`config.mk`:
```
export PLATFORM = sky130hd
export DESIGN_NAME = ps2_keyboard
export DESIGN_NICKNAME = d
export VERILOG_FILES = /design/src/rtl/ps2_pkg.sv /design/src/rtl/ps2_fifo.sv /design/src/rtl/ps2_keyboard.sv
export SDC_FILE = /design/constraint.sdc
export NUM_CORES = 1
export LEC_CHECK = 0
export CORE_AREA = 8 8 120 122
export DETAILED_ROUTE_END_ITERATION = 12
export DIE_AREA = 0 0 128 130
export PLACE_DENSITY = 0.85
export SLEW_MARGIN = 20
export SYNTH_ARGS = -nofsm -noshare
export SYNTH_HDL_FRONTEND = slang
export SYNTH_SLANG_ARGS = --single-unit
```
`constraint.sdc`:
```
create_clock -name clock -period 5.15 [get_ports clock]
set_input_delay 0.7725 -clock clock [delete_from_list [all_inputs] [get_ports clock]]
set_output_delay 0.7725 -clock clock [all_outputs]
set_load 0.02 [all_outputs]
```
`src/rtl/ps2_pkg.sv`:
```
// Shared types and constants for the PS/2 keyboard receiver.
package ps2_pkg;

    // Receive FSM states: wait for start bit, shift data, take parity, take stop.
    typedef enum logic [1:0] {
        IDLE   = 2'd0,
        DATA   = 2'd1,
        PARITY = 2'd2,
        STOP   = 2'd3
    } ps2_state_e;

    localparam int BITS_PER_BYTE = 8;

    // PS/2 frames use odd parity over the data byte plus the parity bit.
    function automatic logic odd_parity_ok(input logic [7:0] data, input logic parity);
        return ^{data, parity};
    endfunction

endpackage

```
`src/rtl/ps2_fifo.sv`:
```
// Synchronous scancode FIFO. Head entry is visible combinationally on dout
// and reads as zero when the FIFO is empty.
module ps2_fifo #(
    parameter int DEPTH = 16,
    parameter int WIDTH = 8
) (
    input  logic             clock,
    input  logic             reset,
    input  logic             push,
    input  logic             pop,
    input  logic [WIDTH-1:0] din,
    output logic [WIDTH-1:0] dout,
    output logic             empty,
    output logic             full
);

    localparam int AW = $clog2(DEPTH);

    logic [WIDTH-1:0] mem [DEPTH];
    logic [AW-1:0]    wr_ptr;
    logic [AW-1:0]    rd_ptr;
    logic [AW:0]      count;
    logic             do_push;
    logic             do_pop;

    assign empty   = (count == '0);
    assign full    = (count == (AW+1)'(DEPTH));
    assign do_pop  = pop & ~empty;
    // A pop in the same cycle frees the slot, so a full FIFO still accepts the push.
    assign do_push = push & (~full | do_pop);
    assign dout    = empty ? '0 : mem[rd_ptr];

    // Storage array: written on accepted pushes only.
    // NOTE: the memory has no reset; stale entries are never visible because
    // dout is masked by empty and the pointers/count are reset.
    always_ff @(posedge clock) begin
        if (do_push) begin
            mem[wr_ptr] <= din;
        end
    end

    // Pointer and occupancy bookkeeping; pointers wrap naturally at DEPTH.
    always_ff @(posedge clock or posedge reset) begin
        if (reset) begin
            wr_ptr <= '0;
            rd_ptr <= '0;
            count  <= '0;
        end else begin
            if (do_push) wr_ptr <= wr_ptr + 1'b1;
            if (do_pop)  rd_ptr <= rd_ptr + 1'b1;
            case ({do_push, do_pop})
                2'b10:   count <= count + 1'b1;
                2'b01:   count <= count - 1'b1;
                default: count <= count;
            endcase
        end
    end

endmodule

```
`src/rtl/ps2_keyboard.sv`:
```
// PS/2 keyboard receiver: synchronises the raw pins, deframes 11-bit device
// frames, queues good scancodes and raises a level IRQ while data is pending.
module ps2_keyboard
    import ps2_pkg::*;
#(
    parameter int FIFO_DEPTH = 16,
    parameter int TIMEOUT    = 2500
) (
    input  logic       clock,
    input  logic       reset,
    input  logic       ps2_clk,
    input  logic       ps2_dat,
    input  logic       rd,
    input  logic       err_clr,
    output logic [7:0] kbd_data,
    output logic       kbd_ready,
    output logic       kbd_irq,
    output logic       err_frame,
    output logic       overflow
);

    localparam int TW = $clog2(TIMEOUT + 1);

    logic            clk_meta, clk_sync, clk_prev;
    logic            dat_meta, dat_sync;
    logic            fall;

    ps2_state_e      state, state_next;
    logic [2:0]      bit_cnt;
    logic [7:0]      shift_reg;
    logic            parity_bit;
    logic [TW-1:0]   to_cnt;
    logic            timeout_hit;

    logic            shift_en;
    logic            par_cap;
    logic            frame_end;
    logic            frame_good;
    logic            res_good;
    logic            res_bad;

    logic            fifo_empty;
    logic            fifo_full;
    logic            ovf_set;

    // Two-flop synchronisers per pin plus one history flop on the clock pin.
    // Preset to 1 so reset looks like an idle bus and cannot fake an edge.
    // NOTE: sequential state uses <= so every flop samples pre-edge values;
    // blocking assignments here would collapse the synchroniser chain.
    always_ff @(posedge clock or posedge reset) begin
        if (reset) begin
            clk_meta <= 1'b1;
            clk_sync <= 1'b1;
            clk_prev <= 1'b1;
            dat_meta <= 1'b1;
            dat_sync <= 1'b1;
        end else begin
            clk_meta <= ps2_clk;
            clk_sync <= clk_meta;
            clk_prev <= clk_sync;
            dat_meta <= ps2_dat;
            dat_sync <= dat_meta;
        end
    end

    assign fall        = clk_prev & ~clk_sync;
    assign timeout_hit = (to_cnt == TW'(TIMEOUT));

    // FSM state register.
    always_ff @(posedge clock or posedge reset) begin
        if (reset) state <= IDLE;
        else       state <= state_next;
    end

    // Next-state and per-edge control strobes; advances only on PS/2 falling edges.
    // NOTE: every output gets a default before the case so no latch is inferred.
    always_comb begin
        state_next = state;
        shift_en   = 1'b0;
        par_cap    = 1'b0;
        frame_end  = 1'b0;
        case (state)
            IDLE: begin
                if (fall && !dat_sync) state_next = DATA;
            end
            DATA: begin
                if (fall) begin
                    shift_en = 1'b1;
                    if (bit_cnt == 3'(BITS_PER_BYTE - 1)) state_next = PARITY;
                end
            end
            PARITY: begin
                if (fall) begin
                    par_cap    = 1'b1;
                    state_next = STOP;
                end
            end
            STOP: begin
                if (fall) begin
                    frame_end  = 1'b1;
                    state_next = IDLE;
                end
            end
            default: state_next = IDLE;
        endcase
        // A stalled frame is abandoned silently.
        if (state != IDLE && !fall && timeout_hit) state_next = IDLE;
    end

    assign frame_good = dat_sync & odd_parity_ok(shift_reg, parity_bit);

    // Data path: bit counter, LSB-first shift register and parity capture.
    always_ff @(posedge clock or posedge reset) begin
        if (reset) begin
            bit_cnt    <= '0;
            shift_reg  <= '0;
            parity_bit <= 1'b0;
        end else begin
            if (state == IDLE && fall) bit_cnt <= '0;
            else if (shift_en)         bit_cnt <= bit_cnt + 1'b1;
            if (shift_en) shift_reg  <= {dat_sync, shift_reg[7:1]};
            if (par_cap)  parity_bit <= dat_sync;
        end
    end

    // Inactivity counter: cleared on each falling edge, parked at 0 in IDLE.
    always_ff @(posedge clock or posedge reset) begin
        if (reset)                     to_cnt <= '0;
        else if (state == IDLE || fall) to_cnt <= '0;
        else if (!timeout_hit)         to_cnt <= to_cnt + 1'b1;
    end

    // Frame verdict registered on the STOP edge and acted on the following cycle.
    always_ff @(posedge clock or posedge reset) begin
        if (reset) begin
            res_good <= 1'b0;
            res_bad  <= 1'b0;
        end else begin
            res_good <= frame_end & frame_good;
            res_bad  <= frame_end & ~frame_good;
        end
    end

    // shift_reg is stable during the result cycle: the next frame needs a
    // start edge before any further shifting.
    ps2_fifo #(
        .DEPTH (FIFO_DEPTH),
        .WIDTH (BITS_PER_BYTE)
    ) u_fifo (
        .clock (clock),
        .reset (reset),
        .push  (res_good),
        .pop   (rd),
        .din   (shift_reg),
        .dout  (kbd_data),
        .empty (fifo_empty),
        .full  (fifo_full)
    );

    // A full FIFO only drops the frame when no pop frees a slot in the same cycle.
    assign ovf_set = res_good & fifo_full & ~rd;

    // Sticky error flags; a set event beats a simultaneous clear.
    always_ff @(posedge clock or posedge reset) begin
        if (reset) begin
            err_frame <= 1'b0;
            overflow  <= 1'b0;
        end else begin
            err_frame <= res_bad | (err_frame & ~err_clr);
            overflow  <= ovf_set | (overflow & ~err_clr);
        end
    end

    assign kbd_ready = ~fifo_empty;
    assign kbd_irq   = kbd_ready;

endmodule

```
==> impl_metrics.toml, run 1 <==
[sta]
hold_viol = 0
relSlewSlack_pct = 43.7
setup_viol = 0
finalMaxSlewViolations = 0
finalSetupTns_ps = 0
fin_crit_sh_pct = 70.4
worst_pin_slew_ps = 841
timing.fmax_mhz = 276
grt_setup_unrepaired = "no"
skew_ps = 12.3
fin_crit_ps = 3630

[clock_network]
post_cts_buffers = 0
clockBufferDepth = 2
cts-root-buf = "clkbuf_16"
cts.sinks = 176
htree_levels = 4
clk_pin_slew_ps = 60
hold_buffers = 0
clk_latency_ps = 420
cts_resized = 0
cts_tree = "built"
cts-buffers-inserted = 17

[routing]
route.top_layer_used = "met4"
routed_via_density = 5.92
routedWlPerCell_um = 21.2
ant_nets = 0
drt_iter0_drc = 281
wl_met2_mm = 7.06
met1Wirelength_mm = 5.63
vias = 3811
drc_errors = 0
dr_wl_met3_um = 614
drtPass1Iterations = 4
drt-total-wl_mm = 13.6

[placement]
placed_area_um2 = 7650
post-dp-hpwl_mm = 8.78
globalplace.congestion = 0.799
placedCellCount = 612
port_buffers = 17

[grt]
antenna_found_initial = 0
gr-total-overflow = 0
grt_pass1_vias = 4030
track_usage_pct = 17.7
grt_pass1_wl_mm = 21.6
grt_max_degree = 49

[synthesis]
synth-seq-area-share_pct = 68.4
ys_warn_count = 0
ys_top_cells_by_count = "edfxtp_1, dfrtp_1, nor2_1"
synth_top_area_share_pct = 52.1
synth_edf_count = 128
syn_nets = 466
postSynthAreaPerCell_um2 = 16.7
synth_top_area_cell = "edfxtp_1"
synthCells = 443
syn_area_um2 = 7380
yosysMostFrequentCell = "edfxtp_1"
async_flop_share_pct = 27.3
yosys_register_bits = 176
yosys-top-cells-area = "edfxtp_1, dfrtp_1, mux4_2, ha_1, dfstp_2"
synth_ff_type = "edfxtp_1"
ys_types = 50

[run]
drv_cap = 0

[cells_and_area]
seqCellArea_um2 = 5050
largest_register_ffs = 128
area_growth_pct = 10.9
finalInstanceArea_um2 = 8190
stdcell_count = 644
layout-drive-gt1-share_pct = 18.0
n_antenna_cell = 0
nNetsFinal = 482
final_util_pct = 66.0
n_fill_cell = 843
multi_input_area_um2 = 2160

[power_and_ir_drop]
power_frac_comb_pct = 28.2
fin_total_pwr_mw = 4.47
power_switching_mw = 1.43
ir_drop_v = 0.000284
p_leak_nw = 2.90
swShare_pct = 32.0
seq_power_share_pct = 46.3
clockPowerShare_pct = 25.5
power.density_nw_per_um2 = 545
p_int_mw = 3.04

[critical_path]
slowest_delay_ps = 840
critPathLaunchType = "register"
critPathBufInv = 1
cp.required_ps = 4380
criticalPathCategory = "reg -> out"
crit_fanout = 35
slowest_stage = "dfrtp_4"
end_kind = "primary output"
arrival_ps = 2850
crit_chain = "mux4_1 -> a22oi_1 -> a21oi_1 -> clkdlybuf4s50_1"
cpLargestDelayFamily = "flip-flops"

[floorplan]
io_pins = 18
initial_core_util_pct = 59.5
die_area_um2 = 16600
core-area_um2 = 12400
die_height_um = 130
die_w_um = 128
rows = 41

[hold_path]
hp-class = "reg -> reg"

[run_status]
outcome = "complete, no violations"
[cells by family (layout without fill, tap and decap cells)]
kind of cell	after synthesis	in the layout	share of synthesized area, %
buf+inv	35	64	2.56
flops	176	176	68.4
mux	44	44	11.8
xor+xnor	26	26	3.27
simple gates	90	90	6.30
fa+ha+maj	17	17	2.88
compound gates	55	55	4.75
[routing by layer]
| layer | up-vias | GRT usage [%] |
|---|---|---|
| met5 | - | 0 |
| met4 | 0 | 8.81 |
| met3 | 20 | 3.96 |
| met2 | 96 | 30.3 |
| met1 | 1970 | 20.8 |
| li1 | 1725 | - |
[worst register-to-register path: cells and delay by family, from the launching register on]
kind	cells	cell delay [ps]
AOI/OAI and AO/OA	3	470
xor gates and xnor gates	2	340
adders and majority gates	2	560
buffers and inverters	1	60
DFF	1	460
and+or+nand+nor	3	980
[metrics by stage]
step | hold slack [ps] | worst slack [ps]
2_1_floorplan | 345 | 2550
3_3_place_gp | 347 | 1670
3_5_place_dp | 353 | 1640
4_1_cts | 361 | 1180
5_1_grt | 363 | 1330
6_report | 357 | 1520
[final cells by class]
cell class	count	share of cell area, %
Clock inverter	11	0.810
Sequential cell	176	61.7
Clock buffer	21	5.62
Tap cell	172	2.63
Timing Repair Buffer	18	2.17
Multi-Input combinational cell	232	26.4
Inverter	14	0.657
[placed cells by master (no fill, tap or decap), types with 2 or more instances in the layout]
cell type        synthesis  routed
a21oi_1                 14      14
a22oi_1                 17      17
a31oi_1                  2       2
and2_1                   3       3
clkbuf_1                 6       2
clkbuf_16                0      17
clkbuf_8                 0       2
clkdlybuf4s50_1          0      17
clkinv_2                 0       7
clkinvlp_4               0       2
dfrtp_1                 43      42
dfstp_2                  5       5
edfxtp_1               128     128
ha_1                    17      17
inv_1                   14      13
mux2_2                  10      10
mux4_1                   4       4
mux4_2                  28      28
nand2_1                 17      17
nand2b_1                 4       4
nand3_1                  4       4
nand4_1                  7       7
nor2_1                  30      30
nor2b_1                  6       6
nor3_1                   7       3
nor3_2                   0       4
o21ai_0                 11      11
o21bai_1                 2       2
or3_1                    3       3
xnor2_1                 15      15
xor2_1                  10      10
[power groups by stage]
stage / registers [mW] / logic, mW / clock network [mW]
floorplan: 1.90 / 1.05 / 0
global placement: 2.06 / 1.21 / 0
detailed placement: 2.10 / 1.26 / 0
CTS: 2.07 / 1.27 / 1.16
global route: 2.11 / 1.37 / 1.20
finish: 2.07 / 1.26 / 1.14
[final timing paths]
check                                                  start                      endpoint  slack [ps]  cells after the start
worst max-delay path            u_fifo.rd_ptr[0]$_DFFE_PP0P_                   kbd_data[0]        1520                      4
worst min-delay path                      clk_meta$_DFF_PP1_            clk_sync$_DFF_PP1_         360                      0
min in group asynchronous                              reset   u_fifo.count[0]$_DFFE_PP0P_         810                      2
worst min register to register            clk_meta$_DFF_PP1_            clk_sync$_DFF_PP1_         360                      0
worst max register to register   u_fifo.count[2]$_DFFE_PP0P_   u_fifo.count[4]$_DFFE_PP0P_        2200                     11
max in group asynchronous                              reset  u_fifo.rd_ptr[0]$_DFFE_PP0P_        3770                      2
Power figures use the tool's default switching activity.
==> inputs of run 2 (changes only) <==
--- a/config.mk
+++ b/config.mk
@@ -5,10 +5,10 @@
 export SDC_FILE = /design/constraint.sdc
 export NUM_CORES = 1
 export LEC_CHECK = 0
-export CORE_AREA = 8 8 120 122
+export CORE_AREA = 8 8 125 127
 export DETAILED_ROUTE_END_ITERATION = 12
-export DIE_AREA = 0 0 128 130
-export PLACE_DENSITY = 0.85
+export DIE_AREA = 0 0 133 135
+export PLACE_DENSITY = 0.82
 export SLEW_MARGIN = 20
 export SYNTH_ARGS = -nofsm -noshare
 export SYNTH_HDL_FRONTEND = slang
==> constraint.sdc (replaced) <==
create_clock -name clock -period 3.2 [get_ports clock]
set_input_delay 0.48 -clock clock [delete_from_list [all_inputs] [get_ports clock]]
set_output_delay 0.48 -clock clock [all_outputs]
set_load 0.02 [all_outputs]
==> run 2 against run 1 <==
- cell area rose by 3.2%
- routed wire length rose by 0.75%
- sequential share of layout area fell by 1.9 points
- flip-flop and latch count did not move
- clock power rose by 83%
- first-iteration DRC count rose by 10%
- critical path depth did not move
- largest power group unchanged
==> impl_metrics.toml, run 2 (same netlist as run 1, synthesis figures left out) <==
[run_status]
outcome = "complete, no violations"

[cells_and_area]
seqCellArea_um2 = 5050
finalInstanceArea_um2 = 8450
n_antenna_cell = 0
final_common_cell = "edfxtp_1"
largest_register_ffs = 128
n_fill_cell = 909
layout-drive-gt1-share_pct = 21.1
mostFrequentLayoutCells = "edfxtp_1, dfrtp_1, nor2_1, mux4_2, buf_4"
nNetsFinal = 503
multi_input_area_um2 = 2150
final_util_pct = 62.1
area_growth_pct = 14.5

[placement]
placed_area_um2 = 7810
port_buffers = 17
globalplace.congestion = 0.788
dp_slack_ps = 283
post-dp-hpwl_mm = 8.51

[sta]
fin_crit_sh_pct = 98.3
hold_viol = 0
finalMaxSlewViolations = 0
relSlewSlack_pct = 45.4
fin_crit_ps = 3150
setup_viol = 0
skew_ps = 7.97
finalSetupTns_ps = 0
setup_ws_ps = 53.3
timing.fmax_mhz = 318
worst_pin_slew_ps = 817

[critical_path]
arrival_ps = 2670
criticalPathCategory = "reg -> out"
cp.required_ps = 2720
critPathLaunchType = "register"
crit_fanout = 8
end_kind = "primary output"

[routing]
met1Wirelength_mm = 5.59
ant_nets = 0
routedWlPerCell_um = 20.4
drc_errors = 0
wl_met2_mm = 6.98
routed_via_density = 5.81
dr_wl_met3_um = 738
drtPass1Iterations = 4
drt-total-wl_mm = 13.7
route.top_layer_used = "met4"
vias = 3912
drt_iter0_drc = 310

[power_and_ir_drop]
p_leak_nw = 3.05
ir_drop_v = 0.000600
power.density_nw_per_um2 = 894

[run]
drv_cap = 0

[grt]
antenna_found_initial = 0
gr-total-overflow = 0
track_usage_pct = 15.7
grt_pass1_vias = 3949
grt_max_degree = 49
grt_pass1_wl_mm = 21.2

[clock_network]
clockBufferDepth = 2
post_cts_buffers = 0
htree_levels = 4
cts.sinks = 176
cts-buffers-inserted = 17
clk_latency_ps = 430
clk_pin_slew_ps = 60
cts_tree = "built"
hold_buffers = 0
cts-root-buf = "clkbuf_16"

[floorplan]
core-area_um2 = 13600
die_w_um = 133
io_pins = 18
rows = 43
initial_core_util_pct = 54.2
die_height_um = 135
die_area_um2 = 18000

[hold_path]
hp-class = "reg -> reg"
-- run 2: area by class of cell --
class / instances / area share [%]
Inverter: 14 / 0.636
Tap cell: 180 / 2.66
Timing Repair Buffer: 39 / 4.32
Clock buffer: 17 / 5.03
Multi-Input combinational cell: 232 / 25.4
Clock inverter: 15 / 2.16
Sequential cell: 176 / 59.8
-- run 2: metrics by stage --
step | std cells | hold WS, ps | power [mW]
after floorplan | 443 | 345 | 4.75
after global placement | 640 | 346 | 5.34
after detailed placement | 640 | 347 | 5.46
after CTS | 672 | 356 | 7.57
after global routing | 673 | 358 | 7.91
final | 673 | 356 | 7.55
-- run 2: where the power goes --
part / internal (mW) / switching, mW / leakage (nW)
clock: 1.24 / 0.854 / 0.301
combinational: 1.14 / 1.12 / 0.985
sequential: 2.81 / 0.397 / 1.77
-- run 2: path summary, 6_finish.rpt --
| path | from | end | slack, ps | cells past startpoint |
|---|---|---|---|---|
| min in group asynchronous | reset | overflow$_DFF_PP0_ | 510 | 2 |
| max in group asynchronous | reset | u_fifo.rd_ptr[0]$_DFFE_PP0P_ | 2170 | 2 |
| max | u_fifo.rd_ptr[2]$_DFFE_PP0P_ | kbd_data[6] | 50 | 4 |
| max reg2reg | u_fifo.count[2]$_DFFE_PP0P_ | u_fifo.count[4]$_DFFE_PP0P_ | 480 | 12 |
| min | dat_meta$_DFF_PP1_ | dat_sync$_DFF_PP1_ | 360 | 0 |
| min reg2reg | dat_meta$_DFF_PP1_ | dat_sync$_DFF_PP1_ | 360 | 0 |
-- run 2: critical path, cell delays in order (launching register included) --
cell             delay (ps)
dfrtp_1                 460
nor2b_1                 630
a22oi_1                 210
a21oi_1                 280
clkdlybuf4s50_1         660
-- run 2: timing repair --
item                                   4_1_cts  5_1_grt
setup endpoints to repair                    0        2
resized for setup                            0        1
endpoints found under the hold margin        0        0
-- run 2: per-layer routing --
layer,track usage [%],up-vias
met5,0,-
met4,9.53,0
met3,3.64,29
met2,25.2,135
met1,19.2,1985
li1,-,1763
